### src/rtl/sd_ext_wb_master_pkg.sv
// Shared definitions for the SD external-side Wishbone block mover:
// block geometry, FSM state encoding and word/address helpers.
package sd_ext_wb_master_pkg;

   localparam int SD_BLK_WORDS = 128;
   localparam int SD_BLK_SHIFT = 9;

   typedef enum logic [2:0] {
      S_IDLE     = 3'd0,
      S_RD_BEAT  = 3'd1,
      S_RD_GO    = 3'd2,
      S_WR_FETCH = 3'd3,
      S_WR_BEAT  = 3'd4,
      S_WR_DONE  = 3'd5
   } sd_state_e;

   function automatic logic [31:0] byte_swap32(input logic [31:0] d);
      return {d[7:0], d[15:8], d[23:16], d[31:24]};
   endfunction

   // Byte address of word idx of block blk; the sum wraps modulo 2^32.
   function automatic logic [31:0] beat_adr(input logic [31:0] base,
                                            input logic [22:0] blk,
                                            input logic [6:0]  idx);
      return base + (32'(blk) << SD_BLK_SHIFT) + 32'({idx, 2'b00});
   endfunction

endpackage

### src/rtl/sd_ext_wb_master_if.sv
// Wishbone classic bus bundle between the SD block mover (master) and the
// system bus (slave).
interface sd_ext_wb_master_if;

   logic [31:0] wb_adr_o;
   logic [31:0] wb_dat_o;
   logic [31:0] wb_dat_i;
   logic        wb_we_o;
   logic [3:0]  wb_sel_o;
   logic        wb_cyc_o;
   logic        wb_stb_o;
   logic        wb_ack_i;
   logic        wb_err_i;

   modport master (
      output wb_adr_o, wb_dat_o, wb_we_o, wb_sel_o, wb_cyc_o, wb_stb_o,
      input  wb_dat_i, wb_ack_i, wb_err_i
   );

   modport slave (
      input  wb_adr_o, wb_dat_o, wb_we_o, wb_sel_o, wb_cyc_o, wb_stb_o,
      output wb_dat_i, wb_ack_i, wb_err_i
   );

endinterface

### src/rtl/sd_ext_wb_master_sync2.sv
// Two-flop synchroniser for level handshake inputs coming from the SD manager.
module sd_sync2 (
   input  logic i_clk,
   input  logic i_rst,
   input  logic i_d,
   output logic o_q
);

   logic r_meta;
   logic r_sync;

   // Double-register the asynchronous level.
   always_ff @(posedge i_clk or posedge i_rst) begin
      if (i_rst) begin
         r_meta <= 1'b0;
         r_sync <= 1'b0;
      end else begin
         r_meta <= i_d;
         r_sync <= r_meta;
      end
   end

   assign o_q = r_sync;

endmodule

### src/rtl/sd_ext_wb_master.sv
// Wishbone classic master answering the SD manager's block read/write
// handshakes: moves one 128-word block between bus memory and the BRAM ports.
module sd_ext_wb_master
   import sd_ext_wb_master_pkg::*;
#(
   parameter logic [31:0] BASE_ADDR   = 32'h0000_0000,
   parameter int          TIMEOUT_CYC = 1024,
   parameter bit          BYTE_SWAP   = 1'b0
) (
   input  logic                 i_clk_50,
   input  logic                 i_reset,
   input  logic                 i_ext_read_act,
   output logic                 o_ext_read_go,
   input  logic [31:0]          i_ext_read_addr,
   input  logic                 i_ext_read_stop,
   input  logic                 i_ext_write_act,
   output logic                 o_ext_write_done,
   input  logic [31:0]          i_ext_write_addr,
   output logic [6:0]           o_bram_rd_ext_addr,
   output logic                 o_bram_rd_ext_wren,
   output logic [31:0]          o_bram_rd_ext_data,
   output logic [6:0]           o_bram_wr_ext_addr,
   input  logic [31:0]          i_bram_wr_ext_q,
   sd_ext_wb_master_if.master   wb,
   output logic                 o_xfer_err
);

   localparam int               TMO_W     = $clog2(TIMEOUT_CYC + 1);
   localparam logic [TMO_W-1:0] TMO_LAST  = TMO_W'(TIMEOUT_CYC - 1);
   localparam logic [6:0]       LAST_BEAT = 7'(SD_BLK_WORDS - 1);

   logic w_rd_act;
   logic w_rd_stop;
   logic w_wr_act;
   logic w_beat_err;
   logic w_beat_end;
   logic [31:0] w_rx_data;
   logic [31:0] w_tx_data;
   logic w_unused;

   sd_state_e        r_state;
   logic [22:0]      r_blk;
   logic [6:0]       r_i;
   logic [TMO_W-1:0] r_tmo;
   logic             r_cyc;
   logic             r_stb;
   logic             r_we;
   logic [31:0]      r_adr;
   logic [31:0]      r_dat;
   logic             r_rd_go;
   logic             r_wr_done;
   logic             r_rd_wren;
   logic [6:0]       r_rd_addr;
   logic [31:0]      r_rd_data;
   logic [6:0]       r_wr_addr;
   logic             r_xfer_err;

   sd_sync2 u_sync_rd_act  (.i_clk(i_clk_50), .i_rst(i_reset), .i_d(i_ext_read_act),  .o_q(w_rd_act));
   sd_sync2 u_sync_rd_stop (.i_clk(i_clk_50), .i_rst(i_reset), .i_d(i_ext_read_stop), .o_q(w_rd_stop));
   sd_sync2 u_sync_wr_act  (.i_clk(i_clk_50), .i_rst(i_reset), .i_d(i_ext_write_act), .o_q(w_wr_act));

   // An ack coinciding with err, or the last timeout cycle, ends the beat as an error.
   assign w_beat_err = wb.wb_err_i | (r_tmo == TMO_LAST);
   assign w_beat_end = wb.wb_ack_i | w_beat_err;
   assign w_rx_data  = BYTE_SWAP ? byte_swap32(wb.wb_dat_i) : wb.wb_dat_i;
   assign w_tx_data  = BYTE_SWAP ? byte_swap32(i_bram_wr_ext_q) : i_bram_wr_ext_q;
   assign w_unused   = ^{i_ext_read_addr[31:23], i_ext_write_addr[31:23]};

   // Block transfer sequencer with all bus, BRAM and handshake outputs registered.
   always_ff @(posedge i_clk_50 or posedge i_reset) begin
      if (i_reset) begin
         r_state    <= S_IDLE;
         r_blk      <= 23'd0;
         r_i        <= 7'd0;
         r_tmo      <= '0;
         r_cyc      <= 1'b0;
         r_stb      <= 1'b0;
         r_we       <= 1'b0;
         r_adr      <= 32'd0;
         r_dat      <= 32'd0;
         r_rd_go    <= 1'b0;
         r_wr_done  <= 1'b0;
         r_rd_wren  <= 1'b0;
         r_rd_addr  <= 7'd0;
         r_rd_data  <= 32'd0;
         r_wr_addr  <= 7'd0;
         r_xfer_err <= 1'b0;
      end else begin
         r_rd_wren <= 1'b0;
         case (r_state)
            S_IDLE: begin
               r_cyc <= 1'b0;
               r_stb <= 1'b0;
               r_we  <= 1'b0;
               // A read request is ignored while the previous go is still being stopped.
               if (w_rd_act && !w_rd_stop) begin
                  r_blk      <= i_ext_read_addr[22:0];
                  r_i        <= 7'd0;
                  r_xfer_err <= 1'b0;
                  r_state    <= S_RD_BEAT;
               end else if (w_wr_act) begin
                  r_blk      <= i_ext_write_addr[22:0];
                  r_i        <= 7'd0;
                  r_wr_addr  <= 7'd0;
                  r_xfer_err <= 1'b0;
                  r_state    <= S_WR_FETCH;
               end else begin
                  r_state <= S_IDLE;
               end
            end
            S_RD_BEAT: begin
               if (!r_stb) begin
                  r_adr <= beat_adr(BASE_ADDR, r_blk, r_i);
                  r_cyc <= 1'b1;
                  r_stb <= 1'b1;
                  r_tmo <= '0;
               end else if (w_beat_end) begin
                  r_cyc      <= 1'b0;
                  r_stb      <= 1'b0;
                  r_rd_wren  <= 1'b1;
                  r_rd_addr  <= r_i;
                  r_rd_data  <= w_beat_err ? 32'd0 : w_rx_data;
                  r_xfer_err <= r_xfer_err | w_beat_err;
                  r_i        <= r_i + 7'd1;
                  if (r_i == LAST_BEAT) begin
                     r_rd_go <= w_rd_act;
                     r_state <= w_rd_act ? S_RD_GO : S_IDLE;
                  end else begin
                     r_state <= S_RD_BEAT;
                  end
               end else begin
                  r_tmo <= r_tmo + TMO_W'(1);
               end
            end
            S_RD_GO: begin
               if (w_rd_stop) begin
                  r_rd_go <= 1'b0;
                  r_state <= S_IDLE;
               end else begin
                  r_state <= S_RD_GO;
               end
            end
            S_WR_FETCH: begin
               r_state <= S_WR_BEAT;
            end
            S_WR_BEAT: begin
               // First cycle here captures the BRAM word fetched for beat i.
               if (!r_stb) begin
                  r_adr <= beat_adr(BASE_ADDR, r_blk, r_i);
                  r_dat <= w_tx_data;
                  r_cyc <= 1'b1;
                  r_stb <= 1'b1;
                  r_we  <= 1'b1;
                  r_tmo <= '0;
               end else if (w_beat_end) begin
                  r_cyc      <= 1'b0;
                  r_stb      <= 1'b0;
                  r_we       <= 1'b0;
                  r_xfer_err <= r_xfer_err | w_beat_err;
                  r_i        <= r_i + 7'd1;
                  r_wr_addr  <= r_i + 7'd1;
                  if (r_i == LAST_BEAT) begin
                     r_wr_done <= w_wr_act;
                     r_state   <= w_wr_act ? S_WR_DONE : S_IDLE;
                  end else begin
                     r_state <= S_WR_FETCH;
                  end
               end else begin
                  r_tmo <= r_tmo + TMO_W'(1);
               end
            end
            S_WR_DONE: begin
               if (!w_wr_act) begin
                  r_wr_done <= 1'b0;
                  r_state   <= S_IDLE;
               end else begin
                  r_state <= S_WR_DONE;
               end
            end
            default: begin
               r_cyc   <= 1'b0;
               r_stb   <= 1'b0;
               r_we    <= 1'b0;
               r_state <= S_IDLE;
            end
         endcase
      end
   end

   assign o_ext_read_go      = r_rd_go;
   assign o_ext_write_done   = r_wr_done;
   assign o_bram_rd_ext_addr = r_rd_addr;
   assign o_bram_rd_ext_wren = r_rd_wren;
   assign o_bram_rd_ext_data = r_rd_data;
   assign o_bram_wr_ext_addr = r_wr_addr;
   assign o_xfer_err         = r_xfer_err;
   assign wb.wb_adr_o        = r_adr;
   assign wb.wb_dat_o        = r_dat;
   assign wb.wb_we_o         = r_we;
   assign wb.wb_sel_o        = 4'hF;
   assign wb.wb_cyc_o        = r_cyc;
   assign wb.wb_stb_o        = r_stb;

endmodule

### src/flat_wrapper.sv
// flat-port wrapper written by rule: the top's interface ports become plain ports
module sd_ext_wb_master_flat import sd_ext_wb_master_pkg::*;
#(
   parameter logic [31:0] BASE_ADDR   = 32'h0000_0000,
   parameter int          TIMEOUT_CYC = 1024,
   parameter bit          BYTE_SWAP   = 1'b0
)
  (i_clk_50, i_reset, i_ext_read_act, o_ext_read_go, i_ext_read_addr, i_ext_read_stop, i_ext_write_act, o_ext_write_done, i_ext_write_addr, o_bram_rd_ext_addr, o_bram_rd_ext_wren, o_bram_rd_ext_data, o_bram_wr_ext_addr, i_bram_wr_ext_q, o_xfer_err, wb_wb_adr_o, wb_wb_dat_o, wb_wb_we_o, wb_wb_sel_o, wb_wb_cyc_o, wb_wb_stb_o, wb_wb_dat_i, wb_wb_ack_i, wb_wb_err_i);
  sd_ext_wb_master_if wb_i ();
  input  logic i_clk_50;
  input  logic i_reset;
  input  logic i_ext_read_act;
  output logic o_ext_read_go;
  input  logic [31:0] i_ext_read_addr;
  input  logic i_ext_read_stop;
  input  logic i_ext_write_act;
  output logic o_ext_write_done;
  input  logic [31:0] i_ext_write_addr;
  output logic [6:0] o_bram_rd_ext_addr;
  output logic o_bram_rd_ext_wren;
  output logic [31:0] o_bram_rd_ext_data;
  output logic [6:0] o_bram_wr_ext_addr;
  input  logic [31:0] i_bram_wr_ext_q;
  output logic o_xfer_err;
  output wire logic [$bits(wb_i.wb_adr_o)-1:0] wb_wb_adr_o;
  output wire logic [$bits(wb_i.wb_dat_o)-1:0] wb_wb_dat_o;
  output wire logic [$bits(wb_i.wb_we_o)-1:0] wb_wb_we_o;
  output wire logic [$bits(wb_i.wb_sel_o)-1:0] wb_wb_sel_o;
  output wire logic [$bits(wb_i.wb_cyc_o)-1:0] wb_wb_cyc_o;
  output wire logic [$bits(wb_i.wb_stb_o)-1:0] wb_wb_stb_o;
  input wire logic [$bits(wb_i.wb_dat_i)-1:0] wb_wb_dat_i;
  input wire logic [$bits(wb_i.wb_ack_i)-1:0] wb_wb_ack_i;
  input wire logic [$bits(wb_i.wb_err_i)-1:0] wb_wb_err_i;
  assign wb_wb_adr_o = wb_i.wb_adr_o;
  assign wb_wb_dat_o = wb_i.wb_dat_o;
  assign wb_wb_we_o = wb_i.wb_we_o;
  assign wb_wb_sel_o = wb_i.wb_sel_o;
  assign wb_wb_cyc_o = wb_i.wb_cyc_o;
  assign wb_wb_stb_o = wb_i.wb_stb_o;
  assign wb_i.wb_dat_i = wb_wb_dat_i;
  assign wb_i.wb_ack_i = wb_wb_ack_i;
  assign wb_i.wb_err_i = wb_wb_err_i;
  sd_ext_wb_master #(.BASE_ADDR(BASE_ADDR), .TIMEOUT_CYC(TIMEOUT_CYC), .BYTE_SWAP(BYTE_SWAP)) u_core (.i_clk_50(i_clk_50), .i_reset(i_reset), .i_ext_read_act(i_ext_read_act), .o_ext_read_go(o_ext_read_go), .i_ext_read_addr(i_ext_read_addr), .i_ext_read_stop(i_ext_read_stop), .i_ext_write_act(i_ext_write_act), .o_ext_write_done(o_ext_write_done), .i_ext_write_addr(i_ext_write_addr), .o_bram_rd_ext_addr(o_bram_rd_ext_addr), .o_bram_rd_ext_wren(o_bram_rd_ext_wren), .o_bram_rd_ext_data(o_bram_rd_ext_data), .o_bram_wr_ext_addr(o_bram_wr_ext_addr), .i_bram_wr_ext_q(i_bram_wr_ext_q), .wb(wb_i), .o_xfer_err(o_xfer_err));
endmodule
### config.mk
export PLATFORM = sky130hd
export DESIGN_NAME = sd_ext_wb_master_flat
export DESIGN_NICKNAME = d
export VERILOG_FILES = /design/src/rtl/sd_ext_wb_master_pkg.sv /design/src/rtl/sd_ext_wb_master_if.sv /design/src/rtl/sd_ext_wb_master_sync2.sv /design/src/rtl/sd_ext_wb_master.sv /design/src/flat_wrapper.sv
export SDC_FILE = /design/constraint.sdc
export NUM_CORES = 1
export LEC_CHECK = 0
export BUFFER_PORTS_ARGS = -buffer_cell sky130_fd_sc_hd__clkbuf_2
export CAP_MARGIN = 20
export CORE_MARGIN = 2
export CORE_UTILIZATION = 33
export DETAILED_ROUTE_END_ITERATION = 16
export GPL_TIMING_DRIVEN = 1
export MAX_ROUTING_LAYER = met4
export SLEW_MARGIN = 0
export SYNTH_ARGS = -nofsm -noshare
export SYNTH_HDL_FRONTEND = slang
export SYNTH_HIERARCHICAL = 1
export SYNTH_SLANG_ARGS = --single-unit
### constraint.sdc
create_clock -name i_clk_50 -period 11.3 [get_ports i_clk_50]
set_clock_uncertainty 0.15 [all_clocks]
set_input_delay 1.695 -clock i_clk_50 [delete_from_list [all_inputs] [get_ports i_clk_50]]
set_output_delay 1.695 -clock i_clk_50 [all_outputs]
set_load 0.02 [all_outputs]
==> flow_summary.ini <==
[global_routing]
grt_pass1_vias = 4967
grt_antenna_before_repair = 0
grt_max_degree = 96
overflow = 0
grt_pass1_wl_um = 25800
track_usage = 0.149

[sta]
relSlewSlack = 0.320
period_share = 0.278
rsz0062_at_grt = no
tns_ns = 0
worst_pin_slew_ns = 1.02
hold_violations = 0
clock.fmax_mhz = 318
min_period_ns = 3.14
finalMaxSlewViolations = 0
setup_viol = 0

[cells_and_area]
nFillCells = 2045
final_area_um2 = 9020
nets = 970
antenna_cells = 0
area.growth.synth_to_final_pct = 28.3
drive_above_1_share = 0.419
seqCellArea_um2 = 4130
multi_input_area_um2 = 2720

[synth]
ys_seq_area_frac = 0.587
yosys.cell_types.count = 51
yosysTopAreaCell = dfrtp_1
netlist_area_um2 = 7030
ys.flop_type = dfrtp_1
synth_most_common_cell = dfrtp_1
synth-seq-cells = 165
synth_area_per_cell_um2 = 11.5
synth_top_area_frac = 0.587
ys_warn_count = 6
synth_edf_count = 0
synth_area_leaders = dfrtp_1, mux2_2, nand2_1
synthCells = 614
async_flop_share = 1.00
ys_top_cells_by_count = dfrtp_1, nand2_1, o21ai_0, mux2_2, mux2i_1

[route]
first_iter_violations = 269
vias = 5131
ant_nets = 0
vias_per_cell = 4.59
remaining_drc_errors = 0
routedWlPerCell_um = 14.4
routed_wirelength_um = 16100
dr.pass1.iters = 5

[critical_path]
startpoint_type = flip-flop
arrival_ns = 1.30
r2r_start = u_core/r_state[2]
crit_slowest_cell = dfrtp_1
path_cells = clkbuf_2
cp_max_fo = 9
cp_slowest_stage_delay_ns = 0.61
crit_buf_inv = 1
crit_path_end_kind = primary output
cp_data_required_time_ns = 9.46
crit_start = u_core/wb.wb_stb_o
critPathKind = flip-flop to primary output
path_delay_family = flip-flops

[clocking]
cts_tree = done
cts_root_buffer = clkbuf_16
clockBufferDepth = 2
cts_buffers = 17
post_cts_buffers = 0
cts_resized = 0
ctsHtreeMaxLevel = 4
hold_buffers = 0
clock_sinks = 165
clk_pin_slew_ns = 0.07
clk_latency_ns = 0.42

[die]
dieArea_um2 = 22500
num_io_pins = 256
die_h_um = 150
die_w_um = 150
fp-row-count = 53
core_um2 = 21000
initial_core_util = 0.336

[power]
p_sw_uw = 1000
comb_power_share = 0.391
total_power_uw = 2570
p_int_uw = 1570
power_frac_seq = 0.383
power_leakage_uw = 0.00457
ir_drop_mv = 0.109
p_clk_frac = 0.226
p_sw_frac = 0.390
p_per_area_nw_per_um2 = 284

[status]
status = finished clean

[flow_run]
cap_violations = 0

[placed_design]
place_hpwl_um = 11200
io_buffers = 231
place_area_um2 = 8420
gp_congestion = 0.795

[worst_hold_path]
hold_class = flip-flop to flip-flop
worstHoldStart = u_core/u_sync_rd_act/r_meta
-- state kept, by name, indices dropped and copies added (netlist names) --
register and flops:
u_core/o_xfer_err 1, u_core/o_ext_write_done 1, u_core/r_tmo 11, u_core/wb.wb_cyc_o 1
u_core/wb.wb_stb_o 1, u_core/wb.wb_we_o 1, u_core/o_bram_rd_ext_data 32, u_core/o_bram_wr_ext_addr 7
u_core/u_sync_rd_stop/r_meta 1, u_core/o_ext_read_go 1, u_core/o_bram_rd_ext_addr 7, u_core/o_bram_rd_ext_wren 1
u_core/r_i 7, u_core/r_state 3, u_core/u_sync_wr_act/r_meta 1, u_core/wb.wb_dat_o 32
u_core/u_sync_wr_act/o_q 1, u_core/r_blk 23, u_core/u_sync_rd_act/r_meta 1, u_core/u_sync_rd_stop/o_q 1
u_core/wb.wb_adr_o 30, u_core/u_sync_rd_act/o_q 1
-- worst paths after layout --
kind,slack [ns],cells after the start,to
setup reg to reg,8.52,4,u_core/wb.wb_adr_o[10]
max in group asynchronous,8.29,3,u_core/o_bram_rd_ext_data[25]
setup / recovery,8.16,1,wb_wb_stb_o
hold reg to reg,0.20,0,u_core/u_sync_rd_act/o_q
hold / removal,0.20,0,u_core/u_sync_rd_act/o_q
min in group asynchronous,1.03,2,u_core/u_sync_rd_stop/r_meta
-- layout by cell type (no fill, tap or decap), types with 4 or more instances in the layout --
master / n
dfrtp_1: 165
clkbuf_16: 17
buf_4: 4
xor2_1: 5
nand2_1: 109
a21o_1: 5
conb_1: 6
clkbuf_2: 231
a22o_1: 4
inv_1: 9
nand3_1: 20
nand2b_1: 4
mux2i_1: 26
o2bb2ai_1: 4
nor2b_1: 5
nor2_1: 10
nor3_1: 4
mux2_2: 66
mux2_4: 5
a21oi_1: 11
o21ai_0: 70
-- power by group through the flow --
stage,clock [uW],sequential [uW],combinational [uW]
after floorplan,0,1180,501
after global placement,0,983,995
after detailed placement,0,995,1010
after CTS,599,986,1010
after global routing,625,1020,1100
final,581,982,1000
-- routing by layer --
layer | global-route usage | vias up | wire length (um)
li1 | - | 2563 | -
met2 | 0.233 | 176 | 7540
met4 | 0.0325 | 0 | 47
met1 | 0.196 | 2387 | 7620
met5 | - | - | 0
met3 | 0.0399 | 5 | 935
-- layout make-up --
cell class,count,share of cell area
Clock buffer,18,0.0487
Clock inverter,12,0.0162
Inverter,10,0.00471
Multi-Input combinational cell,403,0.301
Sequential cell,165,0.458
Tap cell,275,0.0381
Timing Repair Buffer,236,0.134
-- through the flow --
step	util	setup WS [ns]	cells	hold slack (ns)
2_1_floorplan	-	5.16	618	0.181
4_1_cts	0.430	7.83	1118	0.208
3_3_place_gp	0.402	7.40	1088	0.181
6_report	0.431	8.16	1119	0.204
5_1_grt	0.431	7.97	1119	0.223
3_5_place_dp	0.402	7.39	1088	0.187
-- kinds of logic (layout without fill, tap and decap cells) --
logic type / after synthesis / after routing / synth area share
simple gates: 173 / 173 / 0.110
flops: 165 / 165 / 0.587
compound gates: 119 / 119 / 0.103
mux: 97 / 97 / 0.153
buf+inv: 50 / 276 / 0.0342
xor+xnor: 6 / 6 / 0.00747
fa+ha+maj: 2 / 2 / 0.00356
other cells: 2 / 6 / 0.00107
Note: power is estimated with default switching activity, not from simulation.
